===== src/rtl/alu_pkg.sv =====
// Shared ALU definitions: op encodings and the sequencer state encoding.
// The upstream op decoder imports this package as well.
package alu_pkg;

    localparam int ALU_XLEN    = 32;
    localparam int ALU_SHAMT_W = 5;

    localparam logic [3:0] ALU_ADD  = 4'b0000;
    localparam logic [3:0] ALU_SUB  = 4'b1000;
    localparam logic [3:0] ALU_SLL  = 4'b0001;
    localparam logic [3:0] ALU_SLT  = 4'b0010;
    localparam logic [3:0] ALU_SLTU = 4'b0011;
    localparam logic [3:0] ALU_XOR  = 4'b0100;
    localparam logic [3:0] ALU_SRL  = 4'b0101;
    localparam logic [3:0] ALU_SRA  = 4'b1101;
    localparam logic [3:0] ALU_OR   = 4'b0110;
    localparam logic [3:0] ALU_AND  = 4'b0111;

    typedef enum logic [1:0] {
        IDLE  = 2'd0,
        SHIFT = 2'd1,
        DONE  = 2'd2
    } alu_state_e;

    function automatic logic is_shift(input logic [3:0] op);
        return (op == ALU_SLL) || (op == ALU_SRL) || (op == ALU_SRA);
    endfunction

endpackage


===== src/rtl/alu_seq_if.sv =====
// Operand/result handshake bundle between the op decoder, alu_seq and the consumer.
interface alu_seq_if #(
    parameter int XLEN = alu_pkg::ALU_XLEN
) ();
    logic            in_valid;
    logic            in_ready;
    logic [3:0]      alu_op;
    logic [XLEN-1:0] a;
    logic [XLEN-1:0] b;
    logic            out_valid;
    logic            out_ready;
    logic [XLEN-1:0] result;
    logic            zero;

    modport master (
        output in_valid, alu_op, a, b, out_ready,
        input  in_ready, out_valid, result, zero
    );

    modport slave (
        input  in_valid, alu_op, a, b, out_ready,
        output in_ready, out_valid, result, zero
    );
endinterface


===== src/rtl/alu_shift_iter.sv =====
// Iterative one-bit-per-cycle shifter; dout is the accumulator after this cycle's shift.
module alu_shift_iter #(
    parameter int XLEN    = 32,
    parameter int SHAMT_W = 5
) (
    input  logic               clk,
    input  logic               rst,
    input  logic               load,
    input  logic               dir,
    input  logic               arith,
    input  logic [SHAMT_W-1:0] shamt,
    input  logic [XLEN-1:0]    din,
    output logic [XLEN-1:0]    dout,
    output logic               last
);

    logic [XLEN-1:0]    acc;
    logic [SHAMT_W-1:0] cnt;
    logic               dir_q;
    logic               arith_q;

    // dir_q = 1 shifts left; arith only matters for right shifts
    always_comb begin
        if (dir_q) begin
            dout = {acc[XLEN-2:0], 1'b0};
        end else begin
            dout = {arith_q & acc[XLEN-1], acc[XLEN-1:1]};
        end
    end

    assign last = (cnt == SHAMT_W'(1));

    always_ff @(posedge clk or posedge rst) begin
        if (rst) begin
            acc     <= '0;
            cnt     <= '0;
            dir_q   <= 1'b0;
            arith_q <= 1'b0;
        end else if (load) begin
            acc     <= din;
            cnt     <= shamt;
            dir_q   <= dir;
            arith_q <= arith;
        end else if (cnt != '0) begin
            acc <= dout;
            cnt <= cnt - SHAMT_W'(1);
        end
    end

endmodule


===== src/rtl/alu_seq.sv =====
// Sequential ALU stage: single-cycle logic/arithmetic ops, iterative shifts,
// registered result/zero held until the consumer takes them.
//
//   state | meaning
//   IDLE  | in_ready high, waiting for an op
//   SHIFT | iterative shift in progress, one bit per cycle
//   DONE  | result valid, waiting for out_ready
module alu_seq
    import alu_pkg::*;
#(
    parameter int XLEN    = ALU_XLEN,
    parameter int SHAMT_W = ALU_SHAMT_W
) (
    input logic       clk,
    input logic       rst,
    alu_seq_if.slave  bus
);

    alu_state_e state_q, state_d;

    logic [XLEN-1:0]    comb_res;
    logic [XLEN-1:0]    cap_val;
    logic               cap;
    logic               in_ready;
    logic               out_valid;
    logic [XLEN-1:0]    result_q;
    logic               zero_q;

    logic               sh_load;
    logic               sh_last;
    logic [XLEN-1:0]    sh_dout;
    logic [SHAMT_W-1:0] shamt;

    assign shamt = bus.b[SHAMT_W-1:0];

    // Shift codes fall through to a: that is the shamt == 0 result
    always_comb begin
        comb_res = '0;
        case (bus.alu_op)
            ALU_ADD:  comb_res = bus.a + bus.b;
            ALU_SUB:  comb_res = bus.a - bus.b;
            ALU_SLT:  comb_res = {{(XLEN-1){1'b0}}, ($signed(bus.a) < $signed(bus.b))};
            ALU_SLTU: comb_res = {{(XLEN-1){1'b0}}, (bus.a < bus.b)};
            ALU_XOR:  comb_res = bus.a ^ bus.b;
            ALU_OR:   comb_res = bus.a | bus.b;
            ALU_AND:  comb_res = bus.a & bus.b;
            ALU_SLL,
            ALU_SRL,
            ALU_SRA:  comb_res = bus.a;
            default:  comb_res = '0;
        endcase
    end

    always_comb begin
        state_d   = state_q;
        in_ready  = 1'b0;
        out_valid = 1'b0;
        cap       = 1'b0;
        cap_val   = comb_res;
        sh_load   = 1'b0;
        case (state_q)
            IDLE: begin
                in_ready = 1'b1;
                if (bus.in_valid) begin
                    if (is_shift(bus.alu_op) && (shamt != '0)) begin
                        sh_load = 1'b1;
                        state_d = SHIFT;
                    end else begin
                        cap     = 1'b1;
                        state_d = DONE;
                    end
                end
            end
            SHIFT: begin
                if (sh_last) begin
                    cap     = 1'b1;
                    cap_val = sh_dout;
                    state_d = DONE;
                end
            end
            DONE: begin
                out_valid = 1'b1;
                if (bus.out_ready) begin
                    state_d = IDLE;
                end
            end
            default: state_d = IDLE;
        endcase
    end

    always_ff @(posedge clk or posedge rst) begin
        if (rst) begin
            state_q  <= IDLE;
            result_q <= '0;
            zero_q   <= 1'b0;
        end else begin
            state_q <= state_d;
            if (cap) begin
                result_q <= cap_val;
                zero_q   <= (cap_val == '0);
            end
        end
    end

    alu_shift_iter #(
        .XLEN    (XLEN),
        .SHAMT_W (SHAMT_W)
    ) u_shift (
        .clk   (clk),
        .rst   (rst),
        .load  (sh_load),
        .dir   (bus.alu_op == ALU_SLL),
        .arith (bus.alu_op == ALU_SRA),
        .shamt (shamt),
        .din   (bus.a),
        .dout  (sh_dout),
        .last  (sh_last)
    );

    assign bus.in_ready  = in_ready;
    assign bus.out_valid = out_valid;
    assign bus.result    = result_q;
    assign bus.zero      = zero_q;

endmodule


===== src/flat_wrapper.sv =====
// flat-port wrapper written by rule: the top's interface ports become plain ports
module alu_seq_flat import alu_pkg::*;
#(
    parameter int XLEN    = ALU_XLEN,
    parameter int SHAMT_W = ALU_SHAMT_W
)
  (clk, rst, bus_in_valid, bus_alu_op, bus_a, bus_b, bus_out_ready, bus_in_ready, bus_out_valid, bus_result, bus_zero);
  alu_seq_if #(.XLEN(XLEN)) bus_i ();
  input logic clk;
  input logic rst;
  input wire logic [$bits(bus_i.in_valid)-1:0] bus_in_valid;
  input wire logic [$bits(bus_i.alu_op)-1:0] bus_alu_op;
  input wire logic [$bits(bus_i.a)-1:0] bus_a;
  input wire logic [$bits(bus_i.b)-1:0] bus_b;
  input wire logic [$bits(bus_i.out_ready)-1:0] bus_out_ready;
  output wire logic [$bits(bus_i.in_ready)-1:0] bus_in_ready;
  output wire logic [$bits(bus_i.out_valid)-1:0] bus_out_valid;
  output wire logic [$bits(bus_i.result)-1:0] bus_result;
  output wire logic [$bits(bus_i.zero)-1:0] bus_zero;
  assign bus_i.in_valid = bus_in_valid;
  assign bus_i.alu_op = bus_alu_op;
  assign bus_i.a = bus_a;
  assign bus_i.b = bus_b;
  assign bus_i.out_ready = bus_out_ready;
  assign bus_in_ready = bus_i.in_ready;
  assign bus_out_valid = bus_i.out_valid;
  assign bus_result = bus_i.result;
  assign bus_zero = bus_i.zero;
  alu_seq #(.XLEN(XLEN), .SHAMT_W(SHAMT_W)) u_core (.clk(clk), .rst(rst), .bus(bus_i));
endmodule

===== config.mk =====
export PLATFORM = sky130hd
export DESIGN_NAME = alu_seq_flat
export DESIGN_NICKNAME = d
export VERILOG_FILES = /design/src/rtl/alu_pkg.sv /design/src/rtl/alu_seq_if.sv /design/src/rtl/alu_shift_iter.sv /design/src/rtl/alu_seq.sv /design/src/flat_wrapper.sv
export SDC_FILE = /design/constraint.sdc
export NUM_CORES = 1
export LEC_CHECK = 0
export CORE_MARGIN = 5
export CORE_UTILIZATION = 59
export DETAILED_ROUTE_END_ITERATION = 8
export PLACE_DENSITY = 0.95
export SLEW_MARGIN = 20
export SYNTH_ARGS = -nofsm -noshare
export SYNTH_HDL_FRONTEND = slang
export SYNTH_SLANG_ARGS = --single-unit

===== constraint.sdc =====
create_clock -name clk -period 3.8 [get_ports clk]
set_clock_uncertainty 0.05 [all_clocks]
set_input_delay 0.76 -clock clk [delete_from_list [all_inputs] [get_ports clk]]
set_output_delay 0.76 -clock clk [all_outputs]
set_load 0.005 [all_outputs]

==> flow_summary.ini, run 1 <==
[placement]
dp_hpwl_um = 42800
place.gp.congestion = 1.28
place_area_um2 = 14600
numPortBuffers = 106

[synthesis]
synth_nets = 1565
yosysMostFrequentCell = nand2_1
synthDistinctLibCells = 85
synth_common_cells = 140 x nand2_1, 125 x nor2_1, 121 x o21ai_0, 112 x a21oi_1, 105 x ha_1
yosysSeqAreaShare_pct = 18.3
ys_top_cells_by_area = dfrtp_1 18%, ha_1 13%, o21ai_0 6.0%
async_reset_ff_share_pct = 100
synth_edf_count = 0
syn_avg_cell_area_um2 = 7.31
yosys_warnings = 0
ys_ff_latch = 74
netlist.area_leader.share_pct = 18.3
syn_area_um2 = 10100
synth_area_leader_cell = dfrtp_1
syn_inst = 1386
synth_ff_type = dfrtp_1

[clocking]
hold_buffers = 0
cts_inserted_buffers = 9
clock_sinks = 74
h-tree-depth = 3
root_buffer = clkbuf_16
cts_buffer_depth = 2

[grt]
grt_usage_pct = 91.5
grt_overflow_total = 492
grt_max_degree = 41
grt_pass1_vias = 20900
grt_pass1_wl_um = 140000

[run_status]
outcome = aborted with a tool error
last-stage-reached = 5_1_grt
stop_error = [ERROR GRT-0116] Global routing finished with congestion. Check the congestion regions in the DRC Viewer.

[floorplanning]
die_y_um = 141
io_pins = 107
start_util_pct = 59.4
fp-row-count = 48
die_x_um = 141
[per-layer routing]
layer | GRT usage [%] | overflow
met4 | 95.3 | 169
met1 | 89.0 | 39
met5 | 63.7 | 8
met3 | 83.2 | 38
met2 | 101 | 238
[stage by stage]
stage | TNS, ns | hold WS (ns) | utilization (%) | std cells | setup slack [ns]
after floorplan | -0.227 | 0.413 | - | 1386 | -0.227
after global placement | -9.17 | 0.399 | 85.9 | 2085 | -1.16
after detailed placement | -15.56 | 0.437 | 85.9 | 2085 | -1.50
after CTS | -1.13 | 0.447 | 94.5 | 2138 | -0.567
[repair_timing]
item                                    in CTS
setup buffers                               37
resized for setup                          250
pin swaps                                   69
endpoints found under the setup margin      19
[cells by family after synthesis]
family,synth area share (%)
AND/OR/NAND/NOR,22.1
flip-flops,18.3
multiplexers,4.33
XOR/XNOR,1.56
adder cells (fa/ha/maj),13.4
buffers and inverters,7.56
AO/OA/AOI/OAI,32.8
==> run 2: changes to the inputs <==
CORE_UTILIZATION = 40   (was 59)
PLACE_DENSITY = unset   (was 0.95)
PLACE_DENSITY_LB_ADDON = 0.15   (was unset)
==> flow_summary.ini, run 2 <==
[synthesis]
syn_area_um2 = 10100
syn_inst = 1386
ys_top_cells_by_area = dfrtp_1 18%, ha_1 13%, o21ai_0 6.0%
yosysMostFrequentCell = nand2_1
async_reset_ff_share_pct = 100
ys_ff_latch = 74
yosysSeqAreaShare_pct = 18.3
synth_edf_count = 0
yosys_warnings = 0
synth_nets = 1565
netlist.area_leader.share_pct = 18.3
synth_ff_type = dfrtp_1
synth_common_cells = 140 x nand2_1, 125 x nor2_1, 121 x o21ai_0, 112 x a21oi_1, 105 x ha_1
synthDistinctLibCells = 85
synth_area_leader_cell = dfrtp_1
syn_avg_cell_area_um2 = 7.31

[sta]
setup_slack_ns = -0.493
tightest_slew_ns = 1.10
period_share_pct = 113
slew_viol_final = 0
min_period_ns = 4.29
finalHoldViolCount = 0
slew_headroom_pct = 26.9
rsz0062_at_grt = yes
setup_viol = 3
fmaxAchievable_mhz = 233

[worst_setup_path]
required_ns = 3.99
worstPathMaxFanout = 4
path_class = in2reg
crit_arrival_ns = 4.48
worst_setup_path_end_kind = flip-flop
start_kind = input port

[pwr]
max-vdd-ir-drop_mv = 0.330
p_seq_share_pct = 22.7
pwr-share-clk_pct = 21.8
pwr-share-comb_pct = 55.5
internal_power_w = 0.00220
p_leak_nw = 7.50
netSwitchingFraction_pct = 37.7
switchingPower_w = 0.00133
p_per_area_nw_per_um2 = 214

[floorplanning]
start_util_pct = 40.5
fp-row-count = 58
core_um2 = 25000
floorplan.die_area_um2 = 28600
die_y_um = 169
die_x_um = 169
io_pins = 107

[hold_path]
hp-class = reg2reg

[clocking]
root_buffer = clkbuf_16
cts_inserted_buffers = 9
clk_latency_ns = 0.33
cts_tree = done
clkTransAtPathRegs_ns = 0.05
cts_buffer_depth = 2
hold_buffers = 0
clock_sinks = 74
h-tree-depth = 3

[grt]
grt_pass1_vias = 12600
grt_overflow_total = 0
grt_max_degree = 60
antenna_found_initial = 1
grt_usage_pct = 33.1
grt_pass1_wl_um = 73600

[layout]
nNetsFinal = 2130
drive_gt1_share_pct = 38.2
syn2layout_area_growth_pct = 63.0
final_area_um2 = 16500
final_common_cell = buf_4
layout_common_cells = 517 x buf_4, 138 x nand2_1, 118 x nor2_1, 104 x o21ai_0, 90 x a21oi_1

[detailed_routing]
drt_first_pass_iters = 5
ant_nets = 0
avgViaCountPerCell = 5.82
drc = 0
vias = 13300
drt-total-wl_um = 49900
routedWlPerCell_um = 21.8
drt_iter0_drc = 1515

[placement]
place_area_um2 = 15200
numPortBuffers = 106
dpl_worst_slack_ns = -1.36
place.gp.congestion = 1.03
dp_hpwl_um = 40500

[run_status]
violations = setup timing
outcome = finished, violations left

[job]
max-cap-violations = 0
[run 2: cell counts after synthesis]
Identical to the previous run, type by type.
[run 2: routing by layer]
| layer | GRT usage, % | routed length (um) | up-vias |
|---|---|---|---|
| met2 | 50.0 | 21200 | 695 |
| met4 | 10.2 | 1520 | 0 |
| met1 | 47.5 | 21900 | 6286 |
| met5 | 0 | 0 | - |
| li1 | - | - | 6235 |
| met3 | 7.20 | 5280 | 98 |
[run 2: final cells by class]
class,count,area (um^2)
Antenna cell,1,2.50
Clock buffer,11,243
Clock inverter,5,30.0
Fill cell,2291,8520
Inverter,99,374
Multi-Input combinational cell,1124,8410
Sequential cell,74,1850
Tap cell,330,413
Timing Repair Buffer,643,5190
[run 2: kinds of logic after synthesis]
group	Yosys count	share of synthesized area (%)
compound gates	498	32.8
simple gates	458	22.1
buf+inv	188	7.56
fa+ha+maj	107	13.4
flops	74	18.3
mux	43	4.33
xor+xnor	18	1.56
[run 2: metrics by stage]
| stage | util [%] | hold WS [ns] | TNS, ns | instances | total power [W] |
|---|---|---|---|---|---|
| detailed placement | 60.6 | 0.406 | -13.21 | 2242 | 0.00251 |
| floorplan | - | 0.413 | -0.227 | 1386 | 0.00154 |
| finish | 66.0 | 0.420 | -0.631 | 2287 | 0.00353 |
| global placement | 60.6 | 0.404 | -12.40 | 2242 | 0.00251 |
| CTS | 64.9 | 0.417 | -0.681 | 2280 | 0.00343 |
| global route | 66.0 | 0.450 | -1.01 | 2286 | 0.00369 |
[run 2: critical path, cell delays in order]
cell	delay [ns]
clkdlybuf4s15_1	0.20
inv_2	0.06
ha_4	0.28
buf_6	0.10
buf_4	0.11
o211a_1	0.14
a221o_1	0.21
buf_4	0.14
o211ai_1	0.09
a21o_1	0.18
a32oi_2	0.30
o211ai_1	0.18
or4b_1	0.53
nor4_1	0.24
buf_4	0.16
nand4_1	0.11
or4_4	0.51
o31ai_2	0.17
[run 2: worst paths after layout]
check                                       from                     end  slack [ns]  cells after the start
min reg2reg                u_core.bus.result[10]   u_core.bus.result[10]        0.42                      2
min                        u_core.bus.result[10]   u_core.bus.result[10]        0.42                      2
min in group asynchronous                    rst   u_core.u_shift.cnt[2]        0.86                      2
max reg2reg                u_core.u_shift.cnt[1]         u_core.bus.zero       -0.05                     14
max                                     bus_b[4]         u_core.bus.zero       -0.49                     18
max in group asynchronous                    rst  u_core.u_shift.acc[30]        2.20                      3
[run 2: power groups by stage]
stage	Sequential (W)	Combinational (W)	Clock (W)
after floorplan	0.000816	0.000728	0
after detailed placement	0.000816	0.00169	0
after global placement	0.000815	0.00169	0
after global routing	0.000802	0.00207	0.000819
after CTS	0.000801	0.00185	0.000783
final	0.000801	0.00196	0.000771
[run 2: what timing repair did]
action                     in CTS  in global routing
setup endpoints to repair      17                 11
setup buffers                  22                  6
pin swaps                      55                 45
gates resized for setup       215                 60
No activity file was read; power rests on OpenSTA's default activity.
==> run 3: changes to the inputs <==
CTS_CLUSTER_SIZE = 28   (was unset)
==> results of run 3 <==
The final DEF is identical to that of run 2; final timing and power are the same.
==> run 4: changes to the inputs <==
ABC_AREA = 1   (was unset)
SLEW_MARGIN = unset   (was 20)
==> flow_summary.ini, run 4 <==
[grt]
grt_pass1_wl_um = 74800
grt_usage_pct = 31.4
grt_pass1_vias = 13000
grt_max_degree = 59
grt_overflow_total = 0
antenna_found_initial = 0

[detailed_routing]
met1_length_um = 22200
drt_first_pass_iters = 6
highest_layer = met4
routedWlPerCell_um = 19.3
vias = 13600
wl_met2_um = 21900
drt_iter0_drc = 1364
wl_met3_um = 3580
avgViaCountPerCell = 5.25
drt-total-wl_um = 49900
ant_nets = 0
drc = 0

[pwr]
pwr-share-clk_pct = 18.2
netSwitchingFraction_pct = 43.9
p_per_area_nw_per_um2 = 383
pwr-share-comb_pct = 56.5
switchingPower_w = 0.00244
max-vdd-ir-drop_mv = 0.391
p_total_w = 0.00556
p_seq_share_pct = 25.3
internal_power_w = 0.00312
p_leak_nw = 8.08

[synthesis]
synth_edf_count = 0
synth_common_cells = 599 x nand2_1, 357 x inv_1, 193 x nand3_1, 167 x nor2_1, 115 x o21ai_0
synth_ff_type = dfrtp_1
synthDistinctLibCells = 49
async_reset_ff_share_pct = 100
yosysMostFrequentCell = nand2_1
yosys_warnings = 0
synth_area_leader_cell = nand2_1
ys_ff_latch = 74
synth_nets = 2115
syn_area_um2 = 11000
syn_inst = 1936
netlist.area_leader.share_pct = 20.5
syn_avg_cell_area_um2 = 5.67
ys_top_cells_by_area = nand2_1 20%, dfrtp_1 17%, inv_1 12%
yosysSeqAreaShare_pct = 16.9

[worst_setup_path]
worst_setup_path_end_kind = flip-flop
critPathSlowestCell = clkdlybuf4s50_1
cp_cell_sequence = clkdlybuf4s50_1 > inv_1 > ha_1 > buf_4 > nor2_2 > nand3_1 > nand3_1 > nand2_1 > nand3_1 > nand3_1 > nand2_1 > o21ai_1 > nor2_1 > nand3_1 > nor2_1 > nand3_1 > nor2_1 > nand3_1 > nand2_1
cp_slowest_stage_delay_ns = 0.49
crit_arrival_ns = 3.80
worstPathMaxFanout = 5
start_kind = input port
crit_path_frequent_cell = nand3_1
required_ns = 4.03
path_class = in2reg

[sta]
setup_viol = 0
rsz0062_at_grt = no
holdWs_ns = 0.430
slew_viol_final = 0
period_share_pct = 94.0
min_period_ns = 3.57
tightest_slew_ns = 0.910
finalHoldViolCount = 0
fmaxAchievable_mhz = 280
slew_headroom_pct = 39.2

[placement]
place.gp.congestion = 1.03
place_area_um2 = 14100
dp_hpwl_um = 41900
numPortBuffers = 106

[floorplanning]
io_pins = 107
start_util_pct = 40.7
floorplan.die_area_um2 = 30800
fp-row-count = 60
die_y_um = 176
core_um2 = 27000
die_x_um = 176

[layout]
final_common_cell = nand2_1
diodes = 0
layout_common_cells = 597 x nand2_1, 356 x inv_1, 265 x buf_4, 189 x nand3_1, 165 x nor2_1
syn2layout_area_growth_pct = 32.3
final_util_pct = 53.8
fillers = 2862
nNetsFinal = 2424
drive_gt1_share_pct = 15.7
final_area_um2 = 14500

[clocking]
cts_buffer_depth = 2
cts_tree = done
clkTransAtPathRegs_ns = 0.07
hold_buffers = 0
clk_latency_ns = 0.34
clock_sinks = 74
cts_inserted_buffers = 9
h-tree-depth = 3
post_cts.repair.setup_buffers = 0
root_buffer = clkbuf_16

[job]
max-cap-violations = 0

[run_status]
outcome = finished, final reports clean

[hold_path]
hp-class = reg2reg
## run 4: final timing paths
check	start	endpoint	slack [ns]	depth (start not counted)
min in group asynchronous	rst	u_core.bus.result[6]	0.66	2
min reg2reg	u_core.bus.result[5]	u_core.bus.result[5]	0.43	2
max	bus_b[4]	u_core.bus.zero	0.23	19
max reg2reg	u_core.u_shift.cnt[1]	u_core.bus.zero	0.95	12
max in group asynchronous	rst	u_core.u_shift.acc[25]	2.31	3
min	u_core.bus.result[5]	u_core.bus.result[5]	0.43	2
## run 4: area by class of cell
class | count | area (um^2) | share of cell area (%)
Clock inverter | 6 | 113 | 0.776
Clock buffer | 10 | 229 | 1.58
Tap cell | 341 | 427 | 2.94
Inverter | 367 | 1380 | 9.52
Sequential cell | 74 | 1850 | 12.8
Multi-Input combinational cell | 1419 | 7400 | 51.0
Timing Repair Buffer | 374 | 3110 | 21.4
## run 4: routing by layer
metal,vias to the layer above,global-route usage [%]
li1,6704,-
met1,6229,43.3
met2,555,50.4
met3,102,3.59
met4,0,12.3
met5,-,0
## run 4: cells by family after synthesis
logic type | Yosys count | share of synthesized area [%]
and+or+nand+nor | 1035 | 39.6
buffers and inverters | 443 | 16.2
AOI/OAI and AO/OA | 274 | 14.7
adders and majority gates | 107 | 12.3
DFF | 74 | 16.9
xor gates and xnor gates | 2 | 0.160
muxes | 1 | 0.0913
## run 4: metrics by stage
stage	setup TNS [ns]	instances	setup WS [ns]
floorplan	0	1936	1.04
global placement	-0.567	2575	-0.377
detailed placement	-0.593	2575	-0.399
CTS	0	2591	0.0811
global route	0	2591	0.0151
finish	0	2591	0.227
## run 4: power by group through the flow
stage,Sequential [W],Clock [W],Combinational [W]
2_1_floorplan,0.00133,0,0.00174
3_5_place_dp,0.00142,0,0.00309
4_1_cts,0.00141,0.00102,0.00311
5_1_grt,0.00145,0.00107,0.00349
3_3_place_gp,0.00141,0,0.00306
6_report,0.00141,0.00101,0.00314
## run 4: worst max-delay path, delay by kind of cell
kind / cells / cell delay [ns]
buf+inv: 3 / 0.73
simple gates: 14 / 1.84
fa+ha+maj: 1 / 0.36
compound gates: 1 / 0.12
## run 4: timing repair
item / in CTS / in global routing
gates cloned: 0 / 0
pin swaps: 0 / 3
resized for setup: 1 / 15
setup endpoints to repair: 1 / 2
hold endpoints to repair: 0 / 0
